`src/rtl/ram_rw_tester.sv`:
```
// Self-checking single-port RAM sequencer: writes a pattern over DEPTH words, reads it back
// through a latency-matched compare pipe and reports pass, error count and first failing address.
module ram_rw_tester #(
   parameter int DATA_W     = 8,
   parameter int ADDR_W     = 5,
   parameter int DEPTH      = 32,
   parameter int RD_LATENCY = 1,
   parameter int ERR_W      = 8
) (
   input  logic              sys_clk,
   input  logic              sys_rst_n,
   input  logic              start,
   input  logic [1:0]        pat_sel,
   input  logic [DATA_W-1:0] seed,
   output logic              ram_en,
   output logic              ram_we,
   output logic [ADDR_W-1:0] ram_addr,
   output logic [DATA_W-1:0] ram_wr_data,
   input  logic [DATA_W-1:0] ram_rd_data,
   output logic              busy,
   output logic              done,
   output logic              pass,
   output logic [ERR_W-1:0]  err_cnt,
   output logic [ADDR_W-1:0] first_err_addr
);

   localparam logic [2:0] S_IDLE  = 3'd0;
   localparam logic [2:0] S_WRITE = 3'd1;
   localparam logic [2:0] S_READ  = 3'd2;
   localparam logic [2:0] S_DRAIN = 3'd3;
   localparam logic [2:0] S_DONE  = 3'd4;

   localparam logic [ADDR_W-1:0] LAST_ADDR  = ADDR_W'(DEPTH - 1);
   localparam int                DRAIN_W    = $clog2(RD_LATENCY + 1);
   localparam logic [DRAIN_W-1:0] DRAIN_LAST = DRAIN_W'(RD_LATENCY - 1);

   logic [2:0]         state;
   logic [ADDR_W-1:0]  addr;
   logic [DRAIN_W-1:0] drain_cnt;
   logic [DATA_W-1:0]  seed_q;
   logic [1:0]         pat_q;
   logic [DATA_W-1:0]  cur_pat;
   logic               err_seen;
   logic               mismatch;
   logic               last_compare;

   logic               pipe_vld  [RD_LATENCY];
   logic [ADDR_W-1:0]  pipe_addr [RD_LATENCY];
   logic [DATA_W-1:0]  pipe_exp  [RD_LATENCY];

   function automatic logic [DATA_W-1:0] pattern(input logic [1:0] sel,
                                                 input logic [DATA_W-1:0] sd,
                                                 input logic [ADDR_W-1:0] a);
      logic [DATA_W-1:0] sum;
      logic [DATA_W-1:0] alt;
      sum = DATA_W'(a) + sd;
      // Alternating 0101.. for even addresses, 1010.. for odd ones
      for (int i = 0; i < DATA_W; i++) begin
         alt[i] = (i[0] == a[0]);
      end
      case (sel)
         2'd1:    return ~sum;
         2'd2:    return alt;
         default: return sum;
      endcase
   endfunction

   assign cur_pat     = pattern(pat_q, seed_q, addr);
   assign ram_en      = (state == S_WRITE) || (state == S_READ);
   assign ram_we      = (state == S_WRITE);
   assign ram_addr    = ram_en ? addr : '0;
   assign ram_wr_data = (state == S_WRITE) ? cur_pat : '0;
   assign busy        = (state == S_WRITE) || (state == S_READ) || (state == S_DRAIN);

   always_ff @(posedge sys_clk or negedge sys_rst_n) begin
      if (!sys_rst_n) begin
         state     <= S_IDLE;
         addr      <= '0;
         drain_cnt <= '0;
         seed_q    <= '0;
         pat_q     <= '0;
      end else begin
         case (state)
            S_IDLE: begin
               if (start) begin
                  seed_q <= seed;
                  pat_q  <= pat_sel;
                  addr   <= '0;
                  state  <= S_WRITE;
               end
            end
            S_WRITE: begin
               if (addr == LAST_ADDR) begin
                  addr  <= '0;
                  state <= S_READ;
               end else begin
                  addr <= addr + ADDR_W'(1);
               end
            end
            S_READ: begin
               if (addr == LAST_ADDR) begin
                  addr      <= '0;
                  drain_cnt <= '0;
                  state     <= S_DRAIN;
               end else begin
                  addr <= addr + ADDR_W'(1);
               end
            end
            S_DRAIN: begin
               if (drain_cnt == DRAIN_LAST) begin
                  state <= S_DONE;
               end else begin
                  drain_cnt <= drain_cnt + DRAIN_W'(1);
               end
            end
            S_DONE:  state <= S_IDLE;
            default: state <= S_IDLE;
         endcase
      end
   end

   // Expected word and address travel alongside the RAM read so they meet the returned data
   always_ff @(posedge sys_clk or negedge sys_rst_n) begin
      if (!sys_rst_n) begin
         for (int i = 0; i < RD_LATENCY; i++) begin
            pipe_vld[i]  <= 1'b0;
            pipe_addr[i] <= '0;
            pipe_exp[i]  <= '0;
         end
      end else begin
         pipe_vld[0]  <= (state == S_READ);
         pipe_addr[0] <= addr;
         pipe_exp[0]  <= cur_pat;
         for (int i = 1; i < RD_LATENCY; i++) begin
            pipe_vld[i]  <= pipe_vld[i-1];
            pipe_addr[i] <= pipe_addr[i-1];
            pipe_exp[i]  <= pipe_exp[i-1];
         end
      end
   end

   assign mismatch     = pipe_vld[RD_LATENCY-1] && (ram_rd_data != pipe_exp[RD_LATENCY-1]);
   assign last_compare = (state == S_DRAIN) && (drain_cnt == DRAIN_LAST);

   // pass must include a mismatch found on the very edge that enters DONE
   always_ff @(posedge sys_clk or negedge sys_rst_n) begin
      if (!sys_rst_n) begin
         err_cnt        <= '0;
         first_err_addr <= '0;
         err_seen       <= 1'b0;
         pass           <= 1'b0;
         done           <= 1'b0;
      end else begin
         done <= (state == S_DONE);
         if ((state == S_IDLE) && start) begin
            err_cnt        <= '0;
            first_err_addr <= '0;
            err_seen       <= 1'b0;
            pass           <= 1'b0;
         end else if (mismatch) begin
            if (err_cnt != '1) begin
               err_cnt <= err_cnt + ERR_W'(1);
            end
            if (!err_seen) begin
               first_err_addr <= pipe_addr[RD_LATENCY-1];
               err_seen       <= 1'b1;
            end
         end
         if (last_compare) begin
            pass <= (err_cnt == '0) && !mismatch;
         end
      end
   end

endmodule

```
`config.mk`:
```
export PLATFORM = sky130hd
export DESIGN_NAME = ram_rw_tester
export DESIGN_NICKNAME = d
export VERILOG_FILES = /design/src/rtl/ram_rw_tester.sv
export SDC_FILE = /design/constraint.sdc
export NUM_CORES = 1
export LEC_CHECK = 0
export ABC_AREA = 1
export CAP_MARGIN = 10
export CORE_UTILIZATION = 28
export DETAILED_ROUTE_END_ITERATION = 12
export GPL_TIMING_DRIVEN = 0
export PLACE_DENSITY_LB_ADDON = 0.05
export SLEW_MARGIN = 20
export SYNTH_ARGS = -nofsm -noshare
export SYNTH_HDL_FRONTEND = slang
export SYNTH_SLANG_ARGS = --single-unit
```
`constraint.sdc`:
```
create_clock -name sys_clk -period 1.8 [get_ports sys_clk]
set_clock_uncertainty 0.1 [all_clocks]
set_input_delay 0.18 -clock sys_clk [delete_from_list [all_inputs] [get_ports sys_clk]]
set_output_delay 0.18 -clock sys_clk [all_outputs]
set_load 0.05 [all_outputs]
```
======== Word-level counts from Yosys, hierarchy flattened ========
Cells that the tools add are included.
word-level totals
  register bits ........................... 49
  input port bits ......................... 21
  output and inout port bits .............. 31
  word-level logic and storage cells ...... 79
cells by class
  add/subtract/negate cells ............... 4
  equality and inequality tests ........... 14
  muxes and demuxes ....................... 24
  bitwise gates (word level) .............. 3
  reductions and logical operators ........ 21
operators with widths
  operator             count
  $mux 8               4
  $mux 5               6
  $pmux 8 s2           1
  $mux 3               4
  $pmux 3 s4           1
  $pmux 5 s2           1
  $reduce_and 2->1     5
  $reduce_bool 2->1    5
  $add 5x8->8          1
  $add 8x1->8 const B  1
  $logic_not 8->1      1
  $ne 8x8->1           1
  $ne 8x8->1 const B   1
  $not 8->8            1
  $eq 3x2->1 const B   2
  $mux 1               6
  $ne 2x1->1 const B   3
  $add 5x1->5 const B  1
  $eq 5x5->1 const B   1
  $logic_and 1x1->1    4
  $ne 2x2->1 const B   2
  $reduce_and 4->1     1
  $eq 3x1->1 const B   1
  $eq 3x3->1 const B   1
  other kinds (9)      11

======== Logic depth before layout (Yosys ltp) ========
Gate-level depths: netlist of run 1.
  depth in word-level cells ............... 5
  mapped depth ............................ 11
  mapped depth without buffers ............ 11

======== Least setup slack after synthesis of run 1 ========
No wires, ideal clock.
  path kind ............................... reg2out
  from .................................... reg addr[0]
  to ...................................... out ram_wr_data[4]
  arrival ................................. 2.129 ns
  required time ........................... 1.520 ns
  path slack .............................. -0.609 ns
  stages on the path, launching flop included .. 11
  buffers on the path ..................... 0
  path through ............................ dfrtp_1 -> ha_1 -> inv_1 -> fa_1 -> nor2_1 -> nor2_1 -> xor2_1 -> nand2_1 -> nand2_1 -> nand2_1 -> nor2_1
between the ends
  longest elaborated chain between the ends .. 4
  elaborated cells on any way between the ends .. 5
  classes of those cells .................. add/sub (1); mux (2); bitwise (2)
RTL lines
  item                    line  source
  from (decl)             38    logic [ADDR_W-1:0] addr;
  from (signal assigned)  97    addr <= addr + ADDR_W'(1);
  from (signal assigned)  106   addr <= addr + ADDR_W'(1);
  $add 5x8->8             56    sum = DATA_W'(a) + sd;
  $not 8->8               62    2'd1: return ~sum;
  $pmux 8 s2 (*)          61    case (sel)
  $mux 8 (*)              72    assign ram_wr_data = (state == S_WRITE) ? cur_pat : '0;
  to (decl)               18    output logic [DATA_W-1:0] ram_wr_data,
Mark *: on every way between the ends. The rest lies on a longest branch, timed or not.

======== Final worst setup path of run 1 ========
  from .................................... reg addr[0]
  to ...................................... out ram_wr_data[6]
The elaborated chain is that of the path after synthesis.

==> results of run 1 <==
## logic make-up (layout without fill, tap and decap cells)
logic type | Yosys count | after routing
fa+ha+maj | 12 | 12
compound gates | 23 | 23
buf+inv | 69 | 162
simple gates | 203 | 204
xor+xnor | 10 | 10
flops | 48 | 48
## how the worst max path moves through the flow
stage / end / slack [ns]
floorplan: ram_wr_data[4] / -0.24
global placement: err_cnt[0] / -1.36
detailed placement: ram_wr_data[1] / -1.12
CTS: ram_wr_data[4] / -0.56
global route: ram_wr_data[4] / -0.71
finish: ram_wr_data[6] / -0.56
## worst max-delay path: stages, from the launching register on
cell	delay [ns]
dfrtp_2	0.40
ha_4	0.14
inv_2	0.03
fa_2	0.34
buf_4	0.15
inv_4	0.05
nand2_2	0.05
nand4_1	0.11
nand3_2	0.07
nand2_1	0.07
nand2_2	0.08
nor2_4	0.13
buf_8	0.15
## layout by cell type, fill, tap and decap left out, types with 4 or more instances in the layout
| master | instances |
|---|---|
| nand2_1 | 101 |
| inv_1 | 51 |
| buf_2 | 5 |
| nor2_4 | 13 |
| xnor2_1 | 4 |
| clkbuf_8 | 6 |
| inv_2 | 9 |
| clkdlybuf4s50_1 | 26 |
| o21ai_0 | 10 |
| nand3_2 | 8 |
| nor2_1 | 22 |
| buf_8 | 7 |
| nand2_4 | 7 |
| ha_4 | 5 |
| dfrtp_2 | 6 |
| ha_1 | 4 |
| dlygate4sd2_1 | 6 |
| xor2_1 | 6 |
| nand3_1 | 22 |
| buf_6 | 15 |
| nand2_2 | 14 |
| buf_4 | 28 |
| dfrtp_1 | 42 |
## flip-flops by register name, indices dropped and copies added (netlist names)
register and flops:
state 3, pipe_addr 5, first_err_addr 5, pipe_exp 8
seed_q 8, err_seen 1, pat_q 2, addr 5
pass 1, pipe_vld 1, err_cnt 8, done 1
## final cells by class
class                           count  area [sq um]
Buffer                              7          62.6
Tap cell                          129           161
Multi-Input combinational cell    249          1620
Clock buffer                        6          82.6
Timing Repair Buffer               86           842
Inverter                           62           239
Clock inverter                      1          8.76
Fill cell                         971          5100
Sequential cell                    48          1210
## through the flow
step / setup TNS, ns / instances / hold slack [ns]
finish: -3.90 / 588 / 0.316
global route: -5.66 / 588 / 0.311
CTS: -4.01 / 573 / 0.309
detailed placement: -12.09 / 545 / 0.159
global placement: -68.10 / 545 / 0.334
floorplan: -0.889 / 365 / -0.216
## layer usage
metal  vias to the layer above  GRT usage (%)  wire [um]
met5                         -              0          0
met4                         0           4.12         71
met3                         7           2.77        213
met2                        47           25.9       3600
met1                      1175           21.1       3650
li1                       1304              -          -
## repair_timing
| item | in CTS | in global routing |
|---|---|---|
| endpoints found under the setup margin | 26 | 31 |
| resized for setup | 148 | 51 |
| pin swaps | 18 | 24 |
| hold buffers | 1 | 0 |
| hold endpoints to repair | 48 | 0 |
| setup buffers | 20 | 14 |
| cloned | 0 | 1 |
==> flow_summary.toml, run 1 <==
[detailed_routing]
wire_length_after_detailed_routing_mm = 7.53
drt.antenna.violating_nets = 0
via_count = 2533
detail_route.wl_per_cell_um = 12.8
drt_first_pass_iters = 5
drt_iter0_markers = 46
vias_per_cell = 4.31
drc_errors = 0

[synthesis]
synth.cells.most_frequent = "121 x nand2_1, 60 x inv_1, 48 x dfrtp_1, 34 x nor2_1, 29 x nand3_1"
fraction_of_synthesized_cell_area_taken_by_the_top_area_cell_type_pct = 44.0
mappedNetlistArea_sq_um = 2730
synth_cell_type_count = 30
synth-compound-area-share_pct = 4.90
synth_ff_type = "dfrtp_1"
mappedNetlistNets = 398
synth.yosys.seq_area_share_pct = 44.0
post_synth_fa_ha_maj_area_fraction_pct = 5.77
synth.area.top_cells = "dfrtp_1 44%, nand2_1 17%, inv_1 8.2%"
syn_avg_cell_area_sq_um = 7.48
synth-seq-cells = 48
postSynth.asyncResetShare_pct = 100
ys_warn_count = 0
synth_xor_area_share_pct = 3.21
synthesis.instances = 365
synthDominantAreaCellType = "dfrtp_1"
synth.mux.area_fraction_pct = 0
synth_edf_count = 0
synth.most_common_cell = "nand2_1"
post_synth_simple_gate_area_pct = 32.1
synth_top_family_by_area = "simple AND/OR/NAND/NOR gates"

[floorplan]
die_y_um = 101
placement_rows = 35
floorplan.die.width_um = 101
die_area_sq_um = 10200
core_sq_um = 9330
boundaryPins = 52
floorplan.initialDensity_pct = 29.3

[cts]
ctsHtreeMaxLevel = 2
worst_skew_pair.late_latency_ns = 0.30
cts.sinks = 48
clock-root-buffer = "clkbuf_8"
clock_tree_from_tritoncts = "built"
clk_path_buf_depth = 2
cts_buffers = 5
clk_pin_slew_worst_paths_ns = 0.09

[run_status]
failed_checks = "setup timing"
status = "complete, but fails checks"

[critical_path]
crit_end_element = "primary output"
path_max_fanout = 3
cp.arrival_ns = 2.08
reg2reg_setup_slack_ns = -0.09
crit_type = "reg -> out"
startpoint_type = "flop"
cp_data_required_time_ns = 1.52
setup.worst_path.start = "addr[0]"
worst_reg2reg_startpoint = "addr[0]"
timing.rr.end = "pipe_exp[6]"
ff2ff_path_depth = 12

[sta]
final_min_period_ns = 2.36
relSlewSlack_pct = 56.4
rsz0062_at_grt = "true"
final_hold_viol_count = 0
min_period_over_period_pct = 131
max_freq_mhz = 423
setup_violations = 14
worst_slack_ns = -0.564
worst_pin_slew_ns = 0.654
slew_violations = 0

[layout]
layout-drive-gt1-share_pct = 32.5
utilization_pct = 45.3
syn_to_final_growth_pct = 54.7
antenna_cells_inserted = 0
design.final.nets = 492
postLayoutCellArea_sq_um = 4230

[global_route]
number_of_global_route_vias_before_repair = 2486
total_grt_overflow = 0
grt_pass1_wl_mm = 12.1
track_usage_pct = 15.7
antenna_found_initial = 0
grt_max_degree = 49

[placement]
place.detailed.hpwl_mm = 5.01
place.port_buffers = 51
globalplace.congestion = 0.801
post_detailed_placement_cell_area_sq_um = 3540
post-place-ws_ns = -1.12

[min_path]
worst_hold_startpoint = "seed[2]"
min_path_cells = 3
holdPathEnd = "seed_q[2]"
worst_hold_path_type = "in -> reg"

[flow_run]
drv_cap = 0
Power of run 1 is not shown: default switching activity piles up to over one toggle a cycle in this logic, so the estimate is an artifact.
==> run 2: changes to the inputs <==
CORE_ASPECT_RATIO = 1.25   (was unset)
==> flow_summary.toml, run 2 (synthesis gave the netlist of run 1 again) <==
[cts]
clk_pin_slew_worst_paths_ns = 0.06
clock_tree_from_tritoncts = "built"
clk_path_buf_depth = 2
cts.sinks = 48
cts_buffers = 5
clock-root-buffer = "clkbuf_16"
ctsHtreeMaxLevel = 2
worst_skew_pair.late_latency_ns = 0.29

[critical_path]
timing.critical_path.max_delay_family = "adder cells"
crit_end_element = "primary output"
reg2reg_setup_slack_ns = -0.01
crit_cells = 11
cpMostUsedCell = "nand2_1"
cp_cell_sequence = "ha_4 -> inv_2 -> fa_2 -> nor2_2 -> nor2_1 -> xor2_1 -> nand2_1 -> nand2_1 -> nand2_2 -> nor2_4 -> buf_8"
timing.rr.end = "pipe_exp[2]"
crit_type = "reg -> out"
crit_path_top_delay_cell = "dfrtp_1"
ff2ff_path_depth = 10
cp_data_required_time_ns = 1.52
path_max_fanout = 2
path_buf_inv = 2
worst_reg2reg_startpoint = "addr[0]"
cp.arrival_ns = 2.01
startpoint_type = "flop"
critical_path.max_stage_delay_ns = 0.40

[layout]
antenna_cells_inserted = 0
syn_to_final_growth_pct = 52.8
sequential_cell_area_sq_um = 1210
multi_input_comb_area_sq_um = 1530
final_common_cell = "nand2_1"
design.final.nets = 486
fin_cells = 577
n_fill_cell = 954
largest_registers = "err_cnt x8, pipe_exp x8, seed_q x8"
layout.cells.most_common_list = "106 x nand2_1, 52 x inv_1, 41 x dfrtp_1"
layout-drive-gt1-share_pct = 29.3

[flow_run]
drv_cap = 0

[placement]
globalplace.congestion = 0.818
post-place-ws_ns = -1.10
place.port_buffers = 51
dpl.cell_count = 539
place.detailed.hpwl_mm = 4.91

[sta]
relSlewSlack_pct = 57.4
final_hold_viol_count = 0
final_min_period_ns = 2.29
max_freq_mhz = 437
worst_pin_slew_ns = 0.639
rsz0062_at_grt = "true"
setup_violations = 15
slew_violations = 0
worst_slack_ns = -0.488
min_period_over_period_pct = 127

[global_route]
grt_max_degree = 49
total_grt_overflow = 0
grt_use_met2_pct = 26.9
global_route.peak_usage_layer = "met2"
grt_pass1_wl_mm = 11.8
antenna_found_initial = 0
grtUsageMet3_pct = 2.78
global_route.usage.met1_pct = 17.2
number_of_global_route_vias_before_repair = 2507
track_usage_pct = 14.7

[detailed_routing]
wire_length_after_detailed_routing_mm = 6.99
drt_iter0_markers = 58
drc_errors = 0
vias_per_cell = 4.39
via_count = 2533
drt_first_pass_iters = 4
detail_route.wl_per_cell_um = 12.1
drt.antenna.violating_nets = 0

[floorplan]
die_area_sq_um = 10200
die_y_um = 112
floorplan.initialDensity_pct = 29.3
floorplan.die.width_um = 90.3
boundaryPins = 52
core_sq_um = 9320
placement_rows = 39

[run_status]
failed_checks = "setup timing"
status = "complete, but fails checks"

[min_path]
worst_hold_startpoint = "seed[4]"
min_path_cells = 3
worst_hold_path_type = "in -> reg"
holdPathEnd = "seed_q[4]"
==> run 2: changes by cell type in the layout (fill, tap and decap cells not counted), moves of 5 or more <==
cell	before	now
clkbuf_8	6	0
nand2_1	101	106
nand3_2	8	3
nand3_1	22	28
clkbuf_16	0	6
==> run 2: layout make-up <==
type / count / share of cell area, %
inverter: 62 / 5.85
tap: 123 / 3.69
buffer: 6 / 1.20
clock buffer: 5 / 3.00
timing repair buffer: 82 / 19.5
sequential: 48 / 29.0
clock inverter: 3 / 1.02
multi-input combinational: 248 / 36.7
==> run 2: worst min-delay path, cell delays in order <==
cell,delay [ns]
clkdlybuf4s50_1,0.39
nand2_1,0.06
nand2_1,0.05
==> run 2: worst max-delay path by stage <==
stage / start / slack (ns) / endpoint
finish: seed_q[0] / -0.49 / ram_wr_data[4]
global route: seed_q[0] / -0.67 / ram_wr_data[4]
CTS: seed_q[0] / -0.54 / ram_wr_data[4]
detailed placement: addr[0] / -1.10 / ram_wr_data[4]
global placement: sys_rst_n / -1.33 / err_cnt[1]
floorplan: addr[0] / -0.24 / ram_wr_data[4]
==> run 2: what timing repair did <==
action | 4_1_cts | 5_1_grt
hold buffers | 1 | 0
endpoints found under the hold margin | 48 | 0
endpoints found under the setup margin | 25 | 28
buffers inserted | 18 | 12
gates cloned | 0 | 1
gates resized for setup | 147 | 32
pin swaps | 18 | 7
==> run 2: layer usage <==
| layer | vias to the layer above | wire length, um |
|---|---|---|
| met4 | 0 | 95 |
| met5 | - | 0 |
| li1 | 1303 | - |
| met1 | 1175 | 2950 |
| met3 | 8 | 241 |
| met2 | 47 | 3700 |
==> run 2: metrics by stage <==
step	cell area (sq um)	hold WS [ns]	setup TNS [ns]	utilization, %
2_1_floorplan	2870	-0.216	-0.889	-
3_3_place_gp	3540	0.337	-66.34	38.0
3_5_place_dp	3530	0.159	-11.72	37.9
4_1_cts	3990	0.332	-3.37	42.8
5_1_grt	4170	0.343	-4.83	44.8
6_report	4170	0.333	-3.15	44.8
Power of run 2 is left out for the same reason.
